`config.mk`:
```
export PLATFORM = sky130hd
export DESIGN_NAME = pipe_ctrl
export DESIGN_NICKNAME = d
export VERILOG_FILES = /design/src/rtl/pipe_ctrl.sv
export SDC_FILE = /design/constraint.sdc
export NUM_CORES = 1
export LEC_CHECK = 0
export CORE_MARGIN = 2
export CORE_UTILIZATION = 33
export CTS_BUF_LIST = sky130_fd_sc_hd__clkbuf_16
export DETAILED_ROUTE_END_ITERATION = 12
export MAX_ROUTING_LAYER = met4
export PLACE_DENSITY = 0.78
export SLEW_MARGIN = 20
export SYNTH_ARGS = -nofsm -noshare
export SYNTH_HDL_FRONTEND = slang
export SYNTH_SLANG_ARGS = --single-unit
```
`constraint.sdc`:
```
create_clock -name clk -period 1.5 [get_ports clk]
set_input_delay 0.15 -clock clk [delete_from_list [all_inputs] [get_ports clk]]
set_output_delay 0.15 -clock clk [all_outputs]
set_load 0.05 [all_outputs]
```
`src/rtl/pipe_ctrl.sv`:
```
// pipe_ctrl: per-stage stall generation for the five-stage core (load-use + multi-cycle EX sequencing).
// Optional stall-cycle performance counter built when PIPE_CTRL_PERF_EN is defined.
`default_nettype none

module pipe_ctrl #(
    parameter int MC_CNT_W = 6
) (
    input  logic                clk,
    input  logic                rst,
    input  logic                i_id_rreg1_en,
    input  logic [4:0]          i_id_rreg1_addr,
    input  logic                i_id_rreg2_en,
    input  logic [4:0]          i_id_rreg2_addr,
    input  logic                i_ex_is_load,
    input  logic                i_ex_wreg,
    input  logic [4:0]          i_ex_wreg_addr,
    input  logic                i_ex_mc_start,
    input  logic [MC_CNT_W-1:0] i_ex_mc_cycles,
    input  logic                i_flush,
    output logic [5:0]          o_stall,
    output logic                o_mc_busy,
    output logic                o_mc_done,
    output logic [31:0]         o_stall_cycles
);

    typedef enum logic [1:0] {
        IDLE = 2'd0,
        BUSY = 2'd1,
        DONE = 2'd2
    } state_t;

    localparam logic [5:0]          STALL_LU = 6'b000111;
    localparam logic [5:0]          STALL_MC = 6'b001111;
    localparam logic [MC_CNT_W-1:0] CNT_ONE  = MC_CNT_W'(1);
    localparam logic [MC_CNT_W-1:0] CNT_TWO  = MC_CNT_W'(2);

    state_t              state;
    state_t              state_nxt;
    logic [MC_CNT_W-1:0] cnt;
    logic [MC_CNT_W-1:0] cnt_nxt;
    logic                hit1;
    logic                hit2;
    logic                lu;
    logic                mc_long;
    logic                mc_stall;

    always_comb begin
        hit1    = i_id_rreg1_en && (i_id_rreg1_addr == i_ex_wreg_addr);
        hit2    = i_id_rreg2_en && (i_id_rreg2_addr == i_ex_wreg_addr);
        lu      = i_ex_is_load && i_ex_wreg && (i_ex_wreg_addr != 5'd0) && (hit1 || hit2);
        mc_long = (i_ex_mc_cycles >= CNT_TWO);
    end

    always_comb begin
        state_nxt = state;
        cnt_nxt   = cnt;
        mc_stall  = 1'b0;
        o_mc_busy = 1'b0;
        o_mc_done = 1'b0;

        case (state)
            IDLE: begin
                if (i_ex_mc_start) begin
                    if (mc_long) begin
                        mc_stall  = 1'b1;
                        cnt_nxt   = i_ex_mc_cycles - CNT_TWO;
                        state_nxt = (i_ex_mc_cycles == CNT_TWO) ? DONE : BUSY;
                    end else begin
                        // Single-cycle op: result is already valid, no sequence needed.
                        o_mc_done = 1'b1;
                    end
                end
            end
            BUSY: begin
                mc_stall  = 1'b1;
                o_mc_busy = 1'b1;
                cnt_nxt   = cnt - CNT_ONE;
                if (cnt <= CNT_ONE) begin
                    state_nxt = DONE;
                end
            end
            DONE: begin
                o_mc_done = 1'b1;
                state_nxt = IDLE;
            end
            default: begin
                state_nxt = IDLE;
                cnt_nxt   = '0;
            end
        endcase

        o_stall = (mc_stall ? STALL_MC : 6'b0) | (lu ? STALL_LU : 6'b0);

        if (rst) begin
            o_stall   = 6'b0;
            o_mc_busy = 1'b0;
            o_mc_done = 1'b0;
        end else if (i_flush) begin
            // Flush aborts the sequence outright; the aborted op never reports done.
            o_stall   = 6'b0;
            o_mc_busy = 1'b0;
            o_mc_done = 1'b0;
            state_nxt = IDLE;
            cnt_nxt   = '0;
        end
    end

    always_ff @(posedge clk) begin
        if (rst) begin
            state <= IDLE;
            cnt   <= '0;
        end else begin
            state <= state_nxt;
            cnt   <= cnt_nxt;
        end
    end

`ifdef PIPE_CTRL_PERF_EN
    logic [31:0] stall_cycles;

    always_ff @(posedge clk) begin
        if (rst) begin
            stall_cycles <= 32'h0;
        end else if (!i_flush && o_stall[0] && (stall_cycles != 32'hFFFF_FFFF)) begin
            stall_cycles <= stall_cycles + 32'h1;
        end
    end

    assign o_stall_cycles = stall_cycles;
`else
    assign o_stall_cycles = 32'h0;
`endif

endmodule

`default_nettype wire

```
==> qor.yml, run 1 <==
run_status:
  status: "finished, violations left"
  violations: "setup timing"
critical_path:
  critPathLaunchType: "input port"
  crit_path_end_kind: "output port"
  r2r_slack_ns: 0.07
  worstPathRequired_ns: 1.35
  crit_type: "input port to output port"
  cp_max_fo: 3
  cp.arrival_ns: 1.40
yosys:
  synthArstFlopShare_pct: 0
  ys_warn_count: 0
  synth.avg_cell_area_sq_um: 8.10
  synth_compound_area_share_pct: 18.8
  synth_edf_count: 0
  yosys_most_used_dff: "dfxtp_1"
  synth.area.top_cells: "buf_4 (26%), dfxtp_1 (15%), xor2_1 (10%)"
  ys_types: 39
  muxShareOfSynthArea_pct: 0
  synth_top_family_by_area: "buffers and inverters"
  yosys.area_share.simple_pct: 20.3
  synth_xor_area_share_pct: 12.5
  synth_seq_cells: 8
  synth_fa_ha_area_share_pct: 3.56
  synth_top_area_share_pct: 25.7
  synth.largest_area_cell: "buf_4"
  synthCells: 130
  syn_area_sq_um: 1050
  synth-seq-area-share_pct: 15.2
cts:
  clockBufferDepth: 2
  cts_tree: "done"
  clkSinkCount: 8
  numCtsBuffers: 3
  clk_pin_slew_ns: 0.04
  clk_latency_ns: 0.23
  cts-root-buf: "clkbuf_16"
  cts_max_level: 1
placed_design:
  dpl.hpwl_mm: 2.19
  io_buffers: 34
  dpl-instance-area_sq_um: 1540
  place.gp.congestion: 0.886
sta:
  min_period_over_period_pct: 103
  clock-skew-final_ns: 0.00164
  period_needed_ns: 1.55
  fin_tns_setup_ns: -0.173
  max_freq_ghz: 0.645
  drv_slew: 0
  hold_viol: 0
  setup_viol: 4
  layout_setup_ws_ns: -0.0502
  rsz0062_at_grt: "true"
pwr:
  ir_drop_mv: 0.515
  p_per_area_nw_per_um2: 742
  p_leak_nw: 0.776
finish:
  design_area_sq_um: 1670
  fin_util_pct: 54.8
  layout_common_cells: "conb_1 (34), buf_4 (24), xor2_1 (11), nor3_1 (8), dfxtp_1 (7)"
  syn_to_final_growth_pct: 58.8
  layout.cells.most_common: "conb_1"
  final_layout_size_suffix_gt1_share_pct: 37.6
  antenna_cells: 0
  finalNetCount: 220
flow_run:
  drv_cap: 0
floorplan:
  ios: 69
  fp.dieH_um: 60.5
  core_sq_um: 3050
  die_x_um: 60.5
  dieArea_sq_um: 3660
  start_util_pct: 34.5
  row_count: 20
global_route:
  grt_max_degree: 10
  grt_pass1_vias: 928
  antenna_found_initial: 0
  grtUsageTotal_pct: 15.6
  grt_pass1_wl_mm: 4.11
  grt-ovfl-total: 0
drt:
  drt_iter0_markers: 27
  vias: 1001
  detail-route-antenna-nets: 0
  drc: 0
  drt_first_pass_iters: 4
  avgRoutedWirePerCell_um: 11.9
  vias_per_cell: 4.35
  finalWirelength_mm: 2.74
hold_path:
  hp-class: "input port to flop"
per-stage QoR:
stage / total power [mW] / setup WS [ns] / instances / hold WS [ns]
after CTS: 1.23 / -0.108 / 230 / 0.468
after floorplan: 0.657 / -0.333 / 163 / 0.336
final: 1.24 / -0.0502 / 230 / 0.456
after detailed placement: 0.777 / -0.434 / 225 / 0.465
after global routing: 1.30 / -0.0863 / 230 / 0.491
after global placement: 0.770 / -0.386 / 225 / 0.467
cell type report:
| cell class | count | area, sq um |
|---|---|---|
| multi-input cells | 111 | 812 |
| flip-flops and latches | 8 | 161 |
| well taps | 44 | 55.1 |
| fillers | 289 | 1380 |
| inverters | 5 | 18.8 |
| clock buffers | 3 | 75.1 |
| repair buffers | 59 | 551 |
worst max-delay path, cell delays in order:
cell      delay (ns)
buf_6           0.09
xor2_1          0.15
nor4_1          0.26
and3_1          0.25
a31oi_4         0.06
o21bai_4        0.26
buf_12          0.17
repair_timing:
action                     4_1_cts  5_1_grt
buffers inserted                 2        0
pin swaps                       11       14
hold endpoints to repair         0        0
resized for setup               46       27
setup endpoints to repair        7        8
hold buffers                     0        0
cells in the mapped netlist (2+ instances only):
| cell | instances |
|---|---|
| o41ai_1 | 2 |
| nor4_1 | 2 |
| nand3_1 | 4 |
| inv_1 | 5 |
| a21oi_1 | 2 |
| nand2_1 | 3 |
| xnor2_1 | 3 |
| nor2_1 | 6 |
| ha_1 | 3 |
| nor3_1 | 9 |
| xor2_1 | 12 |
| o21ai_0 | 4 |
| a31oi_1 | 3 |
| dfxtp_1 | 8 |
| buf_4 | 36 |
| a22o_1 | 2 |
| o2111ai_1 | 4 |
final timing paths:
path                 startpoint         end  cells past startpoint
max          i_id_rreg2_addr[1]  o_stall[0]                      7
min               i_ex_mc_start      cnt[1]                      5
max reg2reg              cnt[2]      cnt[5]                      4
min reg2reg              cnt[5]      cnt[5]                      1
registers in the layout, indices dropped and copies added, names as in the netlist:
name and count:
cnt 6, state 2
power breakdown:
group / internal, mW / switching, mW
registers: 0.226 / 0.00875
clock network: 0.344 / 0.107
logic: 0.190 / 0.366
cells by family after synthesis:
group | after synthesis
other | 1
XOR/XNOR | 15
flip-flops | 8
AND/OR/NAND/NOR | 34
buffers and inverters | 44
AO/OA/AOI/OAI | 25
adder cells (fa/ha/maj) | 3
routing by layer:
layer  global-route usage (%)  wire, um  share of wire [%]  vias up
met5                        -         0                  0        -
met4                     2.80        21               0.77        0
met3                     6.82       312                 11        2
met2                     27.2      1350                 49       49
met1                     16.6      1060                 39      449
li1                         -         -                  -      501
No activity file was read; power rests on OpenSTA's default activity.
==> run 2, diff against run 1 <==
--- a/config.mk
+++ b/config.mk
@@ -9,6 +9,7 @@
 export CORE_UTILIZATION = 33
 export CTS_BUF_LIST = sky130_fd_sc_hd__clkbuf_16
 export DETAILED_ROUTE_END_ITERATION = 12
+export GPL_ROUTABILITY_DRIVEN = 1
 export MAX_ROUTING_LAYER = met4
 export PLACE_DENSITY = 0.78
 export SLEW_MARGIN = 20
==> results of run 2 <==
No change in the layout: final DEF, timing and power equal those of run 1.
==> run 3, diff against run 2 <==
--- a/config.mk
+++ b/config.mk
@@ -5,13 +5,13 @@
 export SDC_FILE = /design/constraint.sdc
 export NUM_CORES = 1
 export LEC_CHECK = 0
+export ABC_AREA = 1
 export CORE_MARGIN = 2
-export CORE_UTILIZATION = 33
+export CORE_UTILIZATION = 38
 export CTS_BUF_LIST = sky130_fd_sc_hd__clkbuf_16
 export DETAILED_ROUTE_END_ITERATION = 12
-export GPL_ROUTABILITY_DRIVEN = 1
 export MAX_ROUTING_LAYER = met4
-export PLACE_DENSITY = 0.78
+export PLACE_DENSITY = 0.81
 export SLEW_MARGIN = 20
 export SYNTH_ARGS = -nofsm -noshare
 export SYNTH_HDL_FRONTEND = slang
==> constraint.sdc (replaced) <==
create_clock -name clk -period 1.69 [get_ports clk]
set_input_delay 0.169 -clock clk [delete_from_list [all_inputs] [get_ports clk]]
set_output_delay 0.169 -clock clk [all_outputs]
set_load 0.05 [all_outputs]
==> run 3 against run 2 <==
The run now ends clean. Register-to-register slack better by 0.12 ns. Combinational power down 14%. Die area down 4.1%. Total power down 12%. Critical path depth up 1. Flip-flop and latch count unchanged. Area after synthesis up 10%. Clock-buffer cell count unchanged. Wire length up 4.3%. Cell area down 3.1%. Sequential power down 11%. Core utilization down 0.34 points. Highest routed layer unchanged.
==> qor.yml, run 3 <==
run_status:
  status: "complete, no violations"
critical_path:
  reg2reg_depth: 7  # +3
  cp.arrival_ns: 1.48  # +0.08 ns
  reg2reg_from: "cnt[0]"
  crit_path_end_kind: "output port"
  worstPathRequired_ns: 1.52  # +0.17 ns
  critPathLaunchType: "flop"
  cp_max_fo: 5  # +2
  crit_type: "flop to output port"
  r2r_slack_ns: 0.19  # +0.12 ns
  timing.rr.end: "state[0]"
  crit_start: "state[1]"
placed_design:
  io_buffers: 34  # unchanged
  place_inst: 273  # +21%
  place.gp.congestion: 0.877  # -1.0%
  pre_cts_ws_ns: -0.0981  # +0.336 ns
  dpl.hpwl_mm: 2.25  # +2.5%
pwr:
  p_clk_share_pct: 37.0  # +0.7 points
  combinationalPowerShare_pct: 43.7  # -1.1 points
  p_switching_uw: 435  # -9.6%
  ir_drop_mv: 0.450  # -13%
  pwr-share-seq_pct: 19.3  # +0.4 points
  swShare_pct: 40.0  # +1.2 points
  p_leak_nw: 0.912  # +18%
  p_per_area_nw_per_um2: 672  # -9.5%
  intPower_uw: 654  # -14%
sta:
  period_needed_ns: 1.65
  min_period_over_period_pct: 97.5
  setup_viol: 0  # -4
  layout_setup_ws_ns: 0.0423  # +0.0925 ns
  clock-skew-final_ns: 0.00191  # +0.000268 ns
  whs_ns: 0.427  # -0.0290 ns
  drv_slew: 0  # unchanged
  max_freq_ghz: 0.607
  hold_viol: 0  # unchanged
finish:
  top_register: "cnt"
  finalNetCount: 278  # +26%
  antenna_cells: 0  # unchanged
  syn_to_final_growth_pct: 39.8
  final.fill_count: 284  # -1.7%
  layout_common_cells: "nand2_1 (49), conb_1 (34), nor2_1 (32), inv_1 (22), clkdlybuf4s50_1 (22)"
  largest_reg_flops: 6  # unchanged
  reg_top3: "cnt x6, state x2"
  layout.cells.most_common: "nand2_1"
  final_layout_size_suffix_gt1_share_pct: 13.5  # -24 points
  instances_no_fill: 277  # +20%
drt:
  drt_first_pass_iters: 4  # unchanged
  avgRoutedWirePerCell_um: 10.3  # -13%
  drc: 0  # unchanged
  detail-route-antenna-nets: 0  # unchanged
  vias: 1249  # +25%
  vias_per_cell: 4.51  # +3.6%
  drt_iter0_markers: 50  # +85%
  finalWirelength_mm: 2.86  # +4.3%
yosys:
  synthArstFlopShare_pct: 0  # unchanged
  synth-seq-area-share_pct: 13.8  # -1.4 points
  syn_area_sq_um: 1160  # +10%
  yosys_most_used_dff: "dfxtp_1"
  synthCells: 204  # +57%
  yosysMostFrequentCell: "nand2_1"
  synth_common_cells: "nand2_1 (51), buf_4 (36), nor2_1 (35), inv_1 (26), nand3_1 (13)"
  synth_edf_count: 0  # unchanged
  ys_warn_count: 0  # unchanged
  synth_seq_cells: 8  # unchanged
  synth.avg_cell_area_sq_um: 5.69  # -30%
  synth_top_area_share_pct: 23.3  # -2.4 points
  synth.largest_area_cell: "buf_4"
  synth.area.top_cells: "buf_4 (23%), nand2_1 (17%), dfxtp_1 (14%)"
  ys_types: 19  # -51%
floorplan:
  ios: 69  # unchanged
  die_x_um: 59.2  # -2.1%
  start_util_pct: 38.9  # +4.4 points
  row_count: 20  # unchanged
  core_sq_um: 2980  # -2.5%
  dieArea_sq_um: 3510  # -4.1%
  fp.dieH_um: 59.2  # -2.1%
global_route:
  gr-usage-met3_pct: 2.62  # -4.2 points
  grt_pass1_vias: 1076  # +16%
  busiest_layer: "met2"
  grt-ovfl-total: 0  # unchanged
  grt_pass1_wl_mm: 4.48  # +9.1%
  grt.met1_usage_pct: 16.8  # +0.20 points
  met2_usage_pct: 34.2  # +7.0 points
  antenna_found_initial: 0  # unchanged
  grtUsageTotal_pct: 17.5  # +1.9 points
  grt_max_degree: 9  # -1
cts:
  cts_max_level: 1  # unchanged
  clk_latency_ns: 0.23  # about the same
  cts-root-buf: "clkbuf_16"
  numCtsBuffers: 3  # unchanged
  hold_buffers: 0  # unchanged
  clkSinkCount: 8  # unchanged
  clockBufferDepth: 2  # unchanged
  clk_pin_slew_ns: 0.04  # about the same
  cts_tree: "done"
hold_path:
  worstHoldStart: "i_ex_mc_cycles[4]"
  hold_depth: 5  # unchanged
  holdPathEnd: "cnt[4]"
  hp-class: "input port to flop"
flow_run:
  drv_cap: 0  # unchanged
## run 3: cell count changes in the layout (fill, tap and decap cells not counted), sizes merged, moves of 5 or more
cell	delta
buf	-26
clkdlybuf4s50	+16
dlygate4sd2	-5
inv	+24
nand2	+51
nand3	+10
nor2	+29
nor3	-9
o21ai	+7
xor2	-9
## run 3: area by class of cell
class / instances / area [sq um] / share of cell area (%)
timing repair buffer: 40 / 469 / 28.9
tap: 33 / 41.3 / 2.55
inverter: 29 / 109 / 6.71
multi-input combinational: 164 / 767 / 47.3
sequential: 8 / 160 / 9.88
clock buffer: 3 / 75.1 / 4.63
## run 3: power by group through the flow
| stage | Clock (mW) | Combinational (mW) | Sequential [mW] |
|---|---|---|---|
| 6_report | 0.403 | 0.476 | 0.210 |
| 5_1_grt | 0.417 | 0.513 | 0.210 |
| 4_1_cts | 0.404 | 0.465 | 0.210 |
| 3_5_place_dp | 0 | 0.461 | 0.212 |
| 3_3_place_gp | 0 | 0.454 | 0.212 |
| 2_1_floorplan | 0 | 0.390 | 0.210 |
## run 3: worst max-delay path by stage
stage               cells past startpoint    endpoint
finish                                  8   o_mc_done
detailed placement                     10  o_stall[0]
floorplan                               7   o_mc_done
global placement                       10  o_stall[2]
global route                            8   o_mc_done
CTS                                     9   o_mc_done
## run 3: metal layers
layer	wire length (um)	vias to the layer above	share of wire, %
met5	0	-	0
met4	97	0	3.4
met3	165	10	5.8
met2	1590	64	55
met1	1010	535	35
li1	-	640	-
## run 3: what timing repair did
| item | 4_1_cts | 5_1_grt |
|---|---|---|
| gates resized for setup | 2 | 19 |
| setup buffers | 0 | 1 |
| endpoints found under the setup margin | 3 | 5 |
| pin swaps | 0 | 4 |
| endpoints found under the hold margin | 0 | 0 |
## run 3: critical path, cell delays in order (launching register included)
cell	delay, ns
dfxtp_1	0.34
inv_2	0.10
nand2_4	0.08
nor2_4	0.09
nand2_2	0.07
nor2_2	0.11
o21ai_1	0.07
nor2_1	0.19
clkbuf_16	0.20
## run 3: cells by family (layout without fill, tap and decap cells)
group,after synthesis,count (layout),synth area share [%]
buf+inv,65,72,32.7
flops,8,8,13.8
other cells,1,34,0.323
fa+ha+maj,3,3,3.24
xor+xnor,3,3,2.27
compound gates,16,16,7.12
simple gates,108,108,40.6
## run 3: per-stage QoR
stage               cell area [sq um]  util (%)  TNS, ns  total power, mW
finish                           1620      54.5        0             1.09
CTS                              1580      52.9        0             1.08
global placement                 1490      50.1   -0.119            0.666
floorplan                        1280         -        0            0.600
detailed placement               1490      50.1   -0.288            0.673
global route                     1620      54.5  -0.0190             1.14
==> variant, RTL diff (config.mk and constraints of run 3) <==
Add a define of `PIPE_CTRL_PERF_EN`.
--- a/src/rtl/pipe_ctrl.sv
+++ b/src/rtl/pipe_ctrl.sv
@@ -3,2 +3,4 @@
 `default_nettype none
+
+`define PIPE_CTRL_PERF_EN
 
Formal check against the unedited RTL: not equivalent (Yosys sat finds a counterexample within 4 cycles, from zero or initial values and one cycle with rst high).
==> variant against run 3 <==
- area after synthesis grew to 2.5 times the old value
- sequential cell count increased by 32
- via count increased to 2.9 times the old value
- routed wire length grew to 3.3 times the old value
- largest power group is now clock
- sequential share of layout area up 8.8 points
- setup slack got worse by 0.031 ns
- die area is 140% higher
- combinational power down 11%
- power grew 130%
- cell area rose to 2.7 times the old value
- highest routed layer unchanged
==> variant: results (changes against run 3) <==
* Run status: complete, no violations
* Hpwl dp at 6817 um (+200%)
* Vias in the first global route at 3373 (+210%)
* WL final at 9539 um (+230%)
* Design Power at 2470 uW (+130%)
* WL per Instance at 13.53 um (+31%)
* Post-DP Area at 0.003930 mm2 (+160%)
* Cells after Synth at 497 (+140%)
* Worst path arrival time at 1.51 ns (+0.03 ns)
* Port bufs at 66 (+94%)
* Post-synthesis cell type count at 31 (+12)
* Slowest cell on the critical path: clkdlybuf4s50_1
* Peak supply drop at 0.4151 mV (-7.7%)
* Largest net degree at the start of global routing at 33 (+24)
* Clock Latency Late Sink at 0.29 ns (+0.06 ns)
* DP Cell Count at 682 (+150%)
* H-tree Lvls at 2 (+1)
* TritonCTS Buffers at 5 (+2)
* Crit path largest cell delay at 0.48 ns (+0.14 ns)
* Most frequent cells after synthesis: nand2_1, nor2_1, inv_1
* Reg-to-reg slack, setup at 0.05 ns (-0.14 ns)
* Top pwr grp: clock
* Router iterations before antenna repair at 6 (+2)
* Clock Skew at 0.009556 ns (+0.007647 ns)
* FF-to-FF path depth at 10 (+3)
* Final #Nets at 635 (+130%)
* Internal at 1843 uW (+180%)
* Worst reg2reg path endpoint: o_stall_cycles[6]
-- variant: cell types whose count changed in the layout (fill, tap and decap cells not counted), sizes merged, moves of 5 or more --
cell	before	now
nand2	54	175
buf	11	83
nor2	37	74
a21oi	3	37
conb	34	2
dfxtp	8	40
nand3	14	45
inv	29	47
nand3b	0	13
clkdlybuf4s50	22	12
xor2	3	12
dlygate4sd2	0	5
dlymetal6s2s	6	11
xnor2	0	5
-- variant: layout make-up --
class                   instances  area, um2
clock buffers                   5      125.1
clock inverters                 3      42.54
fillers                       702       3163
inverters                      47      176.4
multi-input cells             394       2009
flip-flops and latches         40      832.0
well taps                     102      127.6
repair buffers                114       1131
-- variant: kinds of logic after synthesis --
| logic type | count (synthesis) | synth area share [%] |
|---|---|---|
| other | 1 | 0.1280 |
| buffers and inverters | 64 | 9.611 |
| flip-flops | 40 | 27.34 |
| AND/OR/NAND/NOR | 313 | 45.45 |
| adder cells (fa/ha/maj) | 4 | 1.709 |
| AO/OA/AOI/OAI | 58 | 10.68 |
| XOR/XNOR | 17 | 5.083 |
-- variant: metal layers --
metal	up-vias	global-route usage [%]	wire, um
met4	0	7.711	278
met2	121	37.93	4759
met3	28	3.369	537
met5	-	-	0
met1	1671	27.05	3964
li1	1791	-	-
-- variant: worst min path at each step --
stage                        from                  to  slack (ns)  depth (start not counted)
2_1_floorplan             i_flush              cnt[5]        0.35                          3
3_3_place_gp    o_stall_cycles[9]   o_stall_cycles[9]        0.48                          2
3_5_place_dp   o_stall_cycles[11]  o_stall_cycles[11]        0.49                          2
4_1_cts        o_stall_cycles[11]  o_stall_cycles[11]        0.50                          2
5_1_grt         i_ex_mc_cycles[4]              cnt[5]        0.35                          4
6_report        i_ex_mc_cycles[4]              cnt[5]        0.32                          4
